File: src/rtl/soc_rst_pkg.sv
// Shared FSM state type, cause-bit layout and default timing for the SoC reset sequencer.
package soc_rst_pkg;

    typedef enum logic [1:0] {
        HOLD_ALL = 2'd0,
        REL_PO   = 2'd1,
        RUN      = 2'd2,
        SYS_HOLD = 2'd3
    } rst_state_e;

    localparam int CAUSE_COLD   = 0;
    localparam int CAUSE_SYSREQ = 1;
    localparam int CAUSE_WDOG   = 2;
    localparam int CAUSE_LOCKUP = 3;

    localparam logic [3:0] COLD_CAUSE = 4'b0001 << CAUSE_COLD;

    localparam int DEF_HOLD_CYC    = 16;
    localparam int DEF_STAGGER_CYC = 8;

    // Bits recorded on a warm entry; the cold bit is never set from here.
    function automatic logic [3:0] warm_cause(input logic sysreq,
                                              input logic wdog,
                                              input logic lockup_req);
        logic [3:0] bits_s;
        bits_s               = 4'b0000;
        bits_s[CAUSE_SYSREQ] = sysreq;
        bits_s[CAUSE_WDOG]   = wdog;
        bits_s[CAUSE_LOCKUP] = lockup_req;
        return bits_s;
    endfunction

endpackage

File: src/rtl/rst_seq_cnt.sv
// Sequencing counter: clears on state entry, counts while enabled, flags the terminal count.
module rst_seq_cnt #(
    parameter int CNT_W = 8
) (
    input  logic             clk,
    input  logic             rst,
    input  logic             clr,
    input  logic             en,
    input  logic [CNT_W-1:0] term,
    output logic             tc
);

    logic [CNT_W-1:0] cnt_r;

    // Count register; clear has priority over enable.
    always_ff @(posedge clk) begin
        if (rst) begin
            cnt_r <= {CNT_W{1'b0}};
        end else if (clr) begin
            cnt_r <= {CNT_W{1'b0}};
        end else if (en) begin
            cnt_r <= cnt_r + {{(CNT_W-1){1'b0}}, 1'b1};
        end else begin
            cnt_r <= cnt_r;
        end
    end

    assign tc = (cnt_r == term);

endmodule

File: src/rtl/soc_rst_sequencer.sv
// Cold/warm reset sequencer: staggered PORESETn/HRESETn release, warm holds and sticky cause bits.
module soc_rst_sequencer
    import soc_rst_pkg::*;
#(
    parameter int HOLD_CYC    = DEF_HOLD_CYC,
    parameter int STAGGER_CYC = DEF_STAGGER_CYC,
    parameter int CNT_W       = 8
) (
    input  logic       SYSCLK,
    input  logic       SYSRST,
    input  logic       SYSRESETREQ,
    input  logic       WDOGRES,
    input  logic       LOCKUP,
    input  logic       LOCKUP_RST_EN,
    input  logic       CAUSE_CLR,
    output logic       PORESETn,
    output logic       HRESETn,
    output logic [3:0] RST_CAUSE,
    output logic       SEQ_BUSY
);

    localparam int MAX_CYC = (32'sd1 <<< CNT_W) - 32'sd1;
    localparam logic [CNT_W-1:0] HOLD_TC    = CNT_W'(HOLD_CYC - 32'sd1);
    localparam logic [CNT_W-1:0] STAGGER_TC = CNT_W'(STAGGER_CYC - 32'sd1);

    if ((HOLD_CYC < 32'sd1) || (HOLD_CYC > MAX_CYC) ||
        (STAGGER_CYC < 32'sd1) || (STAGGER_CYC > MAX_CYC)) begin : g_cfg_err
        $error("soc_rst_sequencer: HOLD_CYC/STAGGER_CYC outside 1..2^CNT_W-1");
    end

    rst_state_e       state_r;
    rst_state_e       next_state_s;
    logic             cnt_en_s;
    logic             cnt_clr_s;
    logic [CNT_W-1:0] term_s;
    logic             tc_s;
    logic             lockup_req_s;
    logic             warm_req_s;
    logic             warm_entry_s;
    logic [3:0]       cause_next_s;
    logic             poresetn_r;
    logic             hresetn_r;
    logic             busy_r;
    logic [3:0]       cause_r;

    assign lockup_req_s = LOCKUP & LOCKUP_RST_EN;
    assign warm_req_s   = SYSRESETREQ | WDOGRES | lockup_req_s;
    assign warm_entry_s = (state_r == RUN) && warm_req_s;
    assign cnt_clr_s    = (next_state_s != state_r);

    rst_seq_cnt #(
        .CNT_W (CNT_W)
    ) u_cnt (
        .clk  (SYSCLK),
        .rst  (SYSRST),
        .clr  (cnt_clr_s),
        .en   (cnt_en_s),
        .term (term_s),
        .tc   (tc_s)
    );

    // Next-state selection and counter control.
    always_comb begin
        next_state_s = state_r;
        cnt_en_s     = 1'b0;
        term_s       = HOLD_TC;
        case (state_r)
            HOLD_ALL: begin
                cnt_en_s = 1'b1;
                term_s   = HOLD_TC;
                if (tc_s) next_state_s = REL_PO;
                else      next_state_s = HOLD_ALL;
            end
            REL_PO: begin
                cnt_en_s = 1'b1;
                term_s   = STAGGER_TC;
                if (tc_s) next_state_s = RUN;
                else      next_state_s = REL_PO;
            end
            RUN: begin
                if (warm_req_s) next_state_s = SYS_HOLD;
                else            next_state_s = RUN;
            end
            SYS_HOLD: begin
                cnt_en_s = 1'b1;
                term_s   = HOLD_TC;
                if (tc_s) next_state_s = RUN;
                else      next_state_s = SYS_HOLD;
            end
            default: begin
                next_state_s = HOLD_ALL;
            end
        endcase
    end

    // Cause update; bits set by a warm entry win over a coincident clear.
    always_comb begin
        cause_next_s = cause_r;
        if (warm_entry_s) begin
            if (CAUSE_CLR) cause_next_s = warm_cause(SYSRESETREQ, WDOGRES, lockup_req_s);
            else           cause_next_s = cause_r | warm_cause(SYSRESETREQ, WDOGRES, lockup_req_s);
        end else if (CAUSE_CLR) begin
            cause_next_s = 4'b0000;
        end else begin
            cause_next_s = cause_r;
        end
    end

    // State register; SYSRST restarts the cold sequence.
    always_ff @(posedge SYSCLK) begin
        if (SYSRST) state_r <= HOLD_ALL;
        else        state_r <= next_state_s;
    end

    // Output registers decode the state one edge later, keeping pins flop-driven.
    always_ff @(posedge SYSCLK) begin
        if (SYSRST) begin
            poresetn_r <= 1'b0;
            hresetn_r  <= 1'b0;
            busy_r     <= 1'b1;
            cause_r    <= COLD_CAUSE;
        end else begin
            poresetn_r <= (state_r != HOLD_ALL);
            hresetn_r  <= (state_r == RUN);
            busy_r     <= (state_r != RUN);
            cause_r    <= cause_next_s;
        end
    end

    assign PORESETn  = poresetn_r;
    assign HRESETn   = hresetn_r;
    assign SEQ_BUSY  = busy_r;
    assign RST_CAUSE = cause_r;

endmodule

File: config.mk
export PLATFORM = sky130hd
export DESIGN_NAME = soc_rst_sequencer
export DESIGN_NICKNAME = d
export VERILOG_FILES = /design/src/rtl/soc_rst_pkg.sv /design/src/rtl/rst_seq_cnt.sv /design/src/rtl/soc_rst_sequencer.sv
export SDC_FILE = /design/constraint.sdc
export NUM_CORES = 1
export LEC_CHECK = 0
export ABC_AREA = 1
export BUFFER_PORTS_ARGS = -buffer_cell sky130_fd_sc_hd__buf_2
export CORE_UTILIZATION = 35
export CTS_BUF_LIST = sky130_fd_sc_hd__clkbuf_8
export DETAILED_ROUTE_END_ITERATION = 6
export PLACE_DENSITY = 0.62
export SLEW_MARGIN = 40
export SYNTH_ARGS = -nofsm -noshare
export SYNTH_HDL_FRONTEND = slang
export SYNTH_SLANG_ARGS = --single-unit
File: constraint.sdc
create_clock -name SYSCLK -period 1.9 [get_ports SYSCLK]
set_clock_uncertainty 0.15 [all_clocks]
set_input_delay 0.57 -clock SYSCLK [delete_from_list [all_inputs] [get_ports SYSCLK]]
set_output_delay 0.57 -clock SYSCLK [all_outputs]
set_load 0.005 [all_outputs]
After elaboration in Yosys (flattened, before gate mapping)
Cells that the tools add are included.
{"block": "word_totals", "register_bits": 17, "inputBits": 7, "out_inout_bits": 7, "wordCells": 33}
{"block": "op_classes", "add_sub_neg": 1, "eq_ne": 6, "muxes": 10, "bitwise": 4, "reduce_logical": 6}
{"cell": "4-bit two-way mux", "count": 4}
{"cell": "8-bit by 1-bit adder with 8-bit output, second input constant", "count": 1}
{"cell": "8-bit by 4-bit equality test with 1-bit output", "count": 1}
{"cell": "2-bit one-hot mux with 4 select lines", "count": 1}
{"cell": "2-bit equality test, second input constant", "count": 2}
{"cell": "1-bit two-way mux", "count": 4}
{"cell": "4-bit OR", "count": 1}
{"cell": "2-bit nonzero test", "count": 2}
{"cell": "3-bit OR reduction", "count": 1}
{"cell": "2-bit by 1-bit equality test with 1-bit output, second input constant", "count": 1}
{"cell": "2-bit zero test", "count": 1}
{"cell": "2-bit two-way mux", "count": 1}
{"cell": "2-bit != test", "count": 1}
{"cell": "2-bit != test, second input constant", "count": 1}
{"cell": "1-bit OR", "count": 2}
{"cell": "2-bit OR reduction", "count": 1}
{"cell": "1-bit AND", "count": 1}
{"cell": "1-bit logical AND", "count": 1}

Logic depth before layout (Yosys ltp)
{"block": "depth", "word_depth": 7, "mapped_depth": 10, "depth_no_buf": 10}

By module
Synthesis repeated with hierarchy kept, for this count alone.
{"block": "hier_totals", "cells_unflattened": 137, "area_unflattened_um2": 870.8}
{"module": "rst_seq_cnt", "instances": 1, "cells_each": 95, "area_per_inst_um2": 541.8, "seq_area_each_um2": 160.2}
{"module": "soc_rst_sequencer", "instances": 1, "cells_each": 42, "area_per_inst_um2": 329.1, "seq_area_each_um2": 180.2}

Worst setup path before layout
OpenSTA, ideal clock, no wires.
{"block": "synth_path", "path_type": "register to register", "start": "register u_cnt.cnt_r[1]", "end": "register u_cnt.cnt_r[4]", "setup_ns": 0.115, "arrival_ns": 1.112, "t_required_ns": 1.635, "setup_slack_ns": 0.523, "stages_incl_launch_ff": 9, "n_path_buf": 0, "synth_period_minus_slack_ns": 1.377, "path_cell_list": "dfxtp_1 > ha_1 > nand2_2 > inv_2 > nand2_2 > nor2_4 > nand3_2 > nand2_4 > nor2_2"}
{"block": "synth_between", "elab_chain_cells": 5, "elab_cells_between_ends": 8, "classes_between": "add/sub: 1; eq/ne: 2; mux: 4; reduce/logical: 1"}
{"element": "start, declared", "line_no": "rst_seq_cnt.sv:13", "rtl": "logic [CNT_W-1:0] cnt_r;"}
{"element": "start signal, assigned", "line_no": "rst_seq_cnt.sv:18", "rtl": "cnt_r <= {CNT_W{1'b0}};"}
{"element": "start signal, assigned", "line_no": "rst_seq_cnt.sv:20", "rtl": "cnt_r <= {CNT_W{1'b0}};"}
{"element": "start signal, assigned", "line_no": "rst_seq_cnt.sv:22", "rtl": "cnt_r <= cnt_r + {{(CNT_W-1){1'b0}}, 1'b1};"}
{"element": "8-bit by 4-bit equality test with 1-bit output", "line_no": "rst_seq_cnt.sv:28", "rtl": "assign tc = (cnt_r == term);"}
{"element": "1-bit two-way mux (tied with other cells)", "line_no": "soc_rst_sequencer.sv:87", "rtl": "if (tc_s) next_state_s = RUN;"}
{"element": "2-bit one-hot mux with 4 select lines", "line_no": "soc_rst_sequencer.sv:67", "rtl": "case (state_r)"}
{"element": "2-bit != test", "line_no": "soc_rst_sequencer.sv:49", "rtl": "assign cnt_clr_s = (next_state_s != state_r);"}
{"element": "2-bit OR reduction (no line)"}
Several ways; a longest one is shown, not always the timed one.
A chain may end at the register's enable or synchronous reset.

Final worst setup path
Ends and elaborated chain as after synthesis.

==> results.py <==
metrics = {
    "layout": {
        "final_cells": 146,
        "finalCoreUtilization_pct": 43.9,
        "seqCellArea_um2": 340,
        "nFillCells": 244,
        "nNetsFinal": 127,
        "area_delta_synth_final_pct": 17.6,
        "layout-drive-gt1-share_pct": 33.1,
        "diodes": 0,
        "multi_input_area_um2": 420,
    },
    "power_and_ir_drop": {
        "leakage_nw": 0.390,
        "seqPwrFrac_pct": 54.1,
        "p_switching_uw": 159,
        "max-vdd-ir-drop_mv": 0.370,
        "p_clk_share_pct": 40.0,
        "pwr-share-comb_pct": 5.9,
        "p_per_area_nw_per_um2": 699,
        "p_int_uw": 526,
        "switching_share_pct": 23.2,
    },
    "sta": {
        "hold_violations": 0,
        "totalNegativeSetupSlack_ns": 0,
        "drv_slew": 0,
        "grt_setup_unrepaired": "false",
        "finalCriticalPeriod_ns": 1.50,
        "worst_pin_slew_ns": 0.254,
        "fmax_mhz": 666,
        "post-route-period-util_pct": 79.1,
        "setup_violations": 0,
        "relSlewSlack_pct": 83.0,
    },
    "logic_synthesis": {
        "ys_ff_latch": 17,
        "yosys-top-cells-area": "dfxtp_1, nand2_1, inv_1, a21oi_2, nor2_1",
        "syn_area_per_cell_um2": 8.25,
        "yosysTopAreaCell": "dfxtp_1",
        "yosysUniqueCellTypes": 26,
        "yosys_warnings": 0,
        "syn_inst": 101,
        "ys_seq_area_share_pct": 40.8,
        "synth_area_um2": 833,
        "synth_nets": 109,
        "netlist.area_leader.share_pct": 40.8,
    },
    "cts": {
        "post-cts-setup-buffer-count": 0,
        "hold_buffers": 0,
        "numCtsBuffers": 3,
        "h-tree-depth": 1,
        "cts_sinks": 17,
        "ctsLongestPathBuffers": 2,
        "clock_latency_ns": 0.26,
        "cts_resized": 0,
        "cts_tree": "done",
        "clk_pin_slew_ns": 0.07,
        "root_buffer": "clkbuf_8",
    },
    "outcome": {
        "status": "complete, no violations",
    },
    "place": {
        "place_congestion": 0.729,
        "hpwl_um": 1120,
        "dp_cells": 142,
        "io_buffers": 13,
    },
    "setup_path": {
        "worstReg2RegStart": "u_cnt.cnt_r[1]$_SDFFE_PP0P_",
        "r2r_end": "u_cnt.cnt_r[4]$_SDFFE_PP0P_",
        "crit_path_max_fanout": 8,
        "required_ns": 1.90,
        "rr_worst_depth": 8,
        "arrival_ns": 1.50,
        "cp-end-kind": "flip-flop",
        "r2r_setup_slack_ns": 0.40,
        "crit_type": "reg2reg",
        "cp-start-kind": "flip-flop",
    },
    "floorplanning": {
        "die_x_um": 50.8,
        "initial_core_util_pct": 37.3,
        "core_um2": 2230,
        "die_h_um": 50.8,
        "num_rows": 17,
        "die_area_um2": 2580,
        "ios": 14,
    },
    "routing": {
        "wire_per_inst_um": 10.1,
        "vias": 670,
        "drtIter0Drc": 7,
        "viasPerCell": 4.59,
        "wl_um": 1470,
        "dr.pass1.iters": 6,
        "ant_nets": 0,
        "drc_errors": 0,
    },
    "grt": {
        "grt_first_pass_wirelength_um": 2690,
        "grt_pass1_vias": 612,
        "grt_usage_pct": 14.2,
        "grt_max_degree": 11,
        "grt_overflow": 0,
        "antenna_found_initial": 0,
    },
    "min_path": {
        "worstHoldPathType": "reg2reg",
        "hp-start": "RST_CAUSE[1]$_SDFFE_PP0P_",
        "holdPathStages": 2,
        "min_to": "RST_CAUSE[1]$_SDFFE_PP0P_",
    },
    "flow_run": {
        "max-cap-violations": 0,
    },
}
## synth_stat cells
library cell and n:
nand2_8 1, a21boi_1 1, inv_2 3, nor2_1 8
a21oi_4 1, nand2_2 3, o21ai_0 2, nand3_2 1
nand2_4 1, nor2_8 1, a21oi_1 1, or2_1 1
nand2_1 21, a21oi_2 5, nor2_2 2, o32ai_1 3
inv_1 14, nand3b_1 1, nand4_1 3, inv_6 1
nor2_4 1, nor3_2 2, xor2_1 1, ha_1 1
dfxtp_1 17, nand3_1 5
## through the flow
step	setup WS, ns	power (mW)	hold WS (ns)	area (um^2)
after detailed placement	0.361	0.420	0.304	933
after floorplan	0.523	0.403	0.297	833
after CTS	0.405	0.694	0.314	980
final	0.398	0.685	0.308	980
after global placement	0.370	0.418	0.288	933
after global routing	0.300	0.715	0.347	980
## sequential cells by signal, indices dropped and copies added, names as in the netlist
signal	flops
u_cnt.cnt_r	8
RST_CAUSE	4
state_r	2
HRESETn	1
PORESETn	1
SEQ_BUSY	1
## logic make-up after synthesis
group | count (synthesis) | share of synthesized area (%)
AOI/OAI and AO/OA | 13 | 13.1
xor gates and xnor gates | 1 | 1.05
adders and majority gates | 1 | 1.50
buffers and inverters | 18 | 8.71
DFF | 17 | 40.8
and+or+nand+nor | 51 | 34.8
## cell usage in the layout, fill, tap and decap left out
cell | netlist | layout
nor3_2 | 2 | 2
nor2_2 | 2 | 2
dfxtp_1 | 17 | 17
o32ai_1 | 3 | 3
nor2_4 | 1 | 1
inv_1 | 14 | 14
inv_2 | 3 | 3
a21oi_2 | 5 | 5
nand3_1 | 5 | 5
buf_2 | 0 | 13
nand3b_1 | 1 | 1
nand2_4 | 1 | 1
a21boi_1 | 1 | 1
nand2_1 | 21 | 21
a21oi_1 | 1 | 1
o21ai_0 | 2 | 2
ha_1 | 1 | 1
nand4_1 | 3 | 3
xor2_1 | 1 | 1
nand2_2 | 3 | 3
inv_6 | 1 | 1
a21oi_4 | 1 | 1
nand2_8 | 1 | 1
clkinv_2 | 0 | 1
nor2_1 | 8 | 8
nor2_8 | 1 | 1
nand3_2 | 1 | 1
clkbuf_8 | 0 | 3
or2_1 | 1 | 1
## worst max-delay path, cell delays in order, from the launching register on
cell	delay (ns)
dfxtp_1	0.39
ha_1	0.21
nand2_2	0.11
inv_2	0.07
nand2_2	0.06
nor2_4	0.10
nand3_2	0.09
nand2_4	0.15
nor2_2	0.05
## worst max path at each step
stage / cells after the start / slack, ns / to / from
finish: 8 / 0.40 / u_cnt.cnt_r[4]$_SDFFE_PP0P_ / u_cnt.cnt_r[1]$_SDFFE_PP0P_
global route: 10 / 0.30 / state_r[0]$_SDFF_PP0_ / u_cnt.cnt_r[1]$_SDFFE_PP0P_
CTS: 8 / 0.40 / u_cnt.cnt_r[4]$_SDFFE_PP0P_ / u_cnt.cnt_r[1]$_SDFFE_PP0P_
detailed placement: 6 / 0.36 / u_cnt.cnt_r[0]$_SDFFE_PP0P_ / WDOGRES
global placement: 6 / 0.37 / u_cnt.cnt_r[3]$_SDFFE_PP0P_ / LOCKUP
floorplan: 8 / 0.52 / u_cnt.cnt_r[4]$_SDFFE_PP0P_ / u_cnt.cnt_r[1]$_SDFFE_PP0P_
## routing by layer
layer	GRT usage [%]	up-vias	part of all wire (%)	routed length, um
met5	0	-	0	0
met4	6.94	0	2.3	34
met3	2.73	5	4.5	67
met2	22.2	16	46	678
met1	18.4	293	47	693
li1	-	356	-	-
## power by group through the flow
stage	registers [mW]	logic, mW	clock network, mW
after floorplan	0.377	0.0259	0
after global placement	0.378	0.0399	0
after detailed placement	0.378	0.0412	0
after CTS	0.370	0.0413	0.283
after global routing	0.371	0.0456	0.298
final	0.371	0.0407	0.274
## area by class of cell
| type | instances | share of cell area, % |
|---|---|---|
| flip-flops and latches | 17 | 34.7 |
| well taps | 28 | 3.58 |
| inverters | 18 | 7.41 |
| multi-input cells | 66 | 42.9 |
| clock buffers | 3 | 4.21 |
| repair buffers | 13 | 6.64 |
| clock inverters | 1 | 0.511 |
Power figures use the tool's default switching activity.
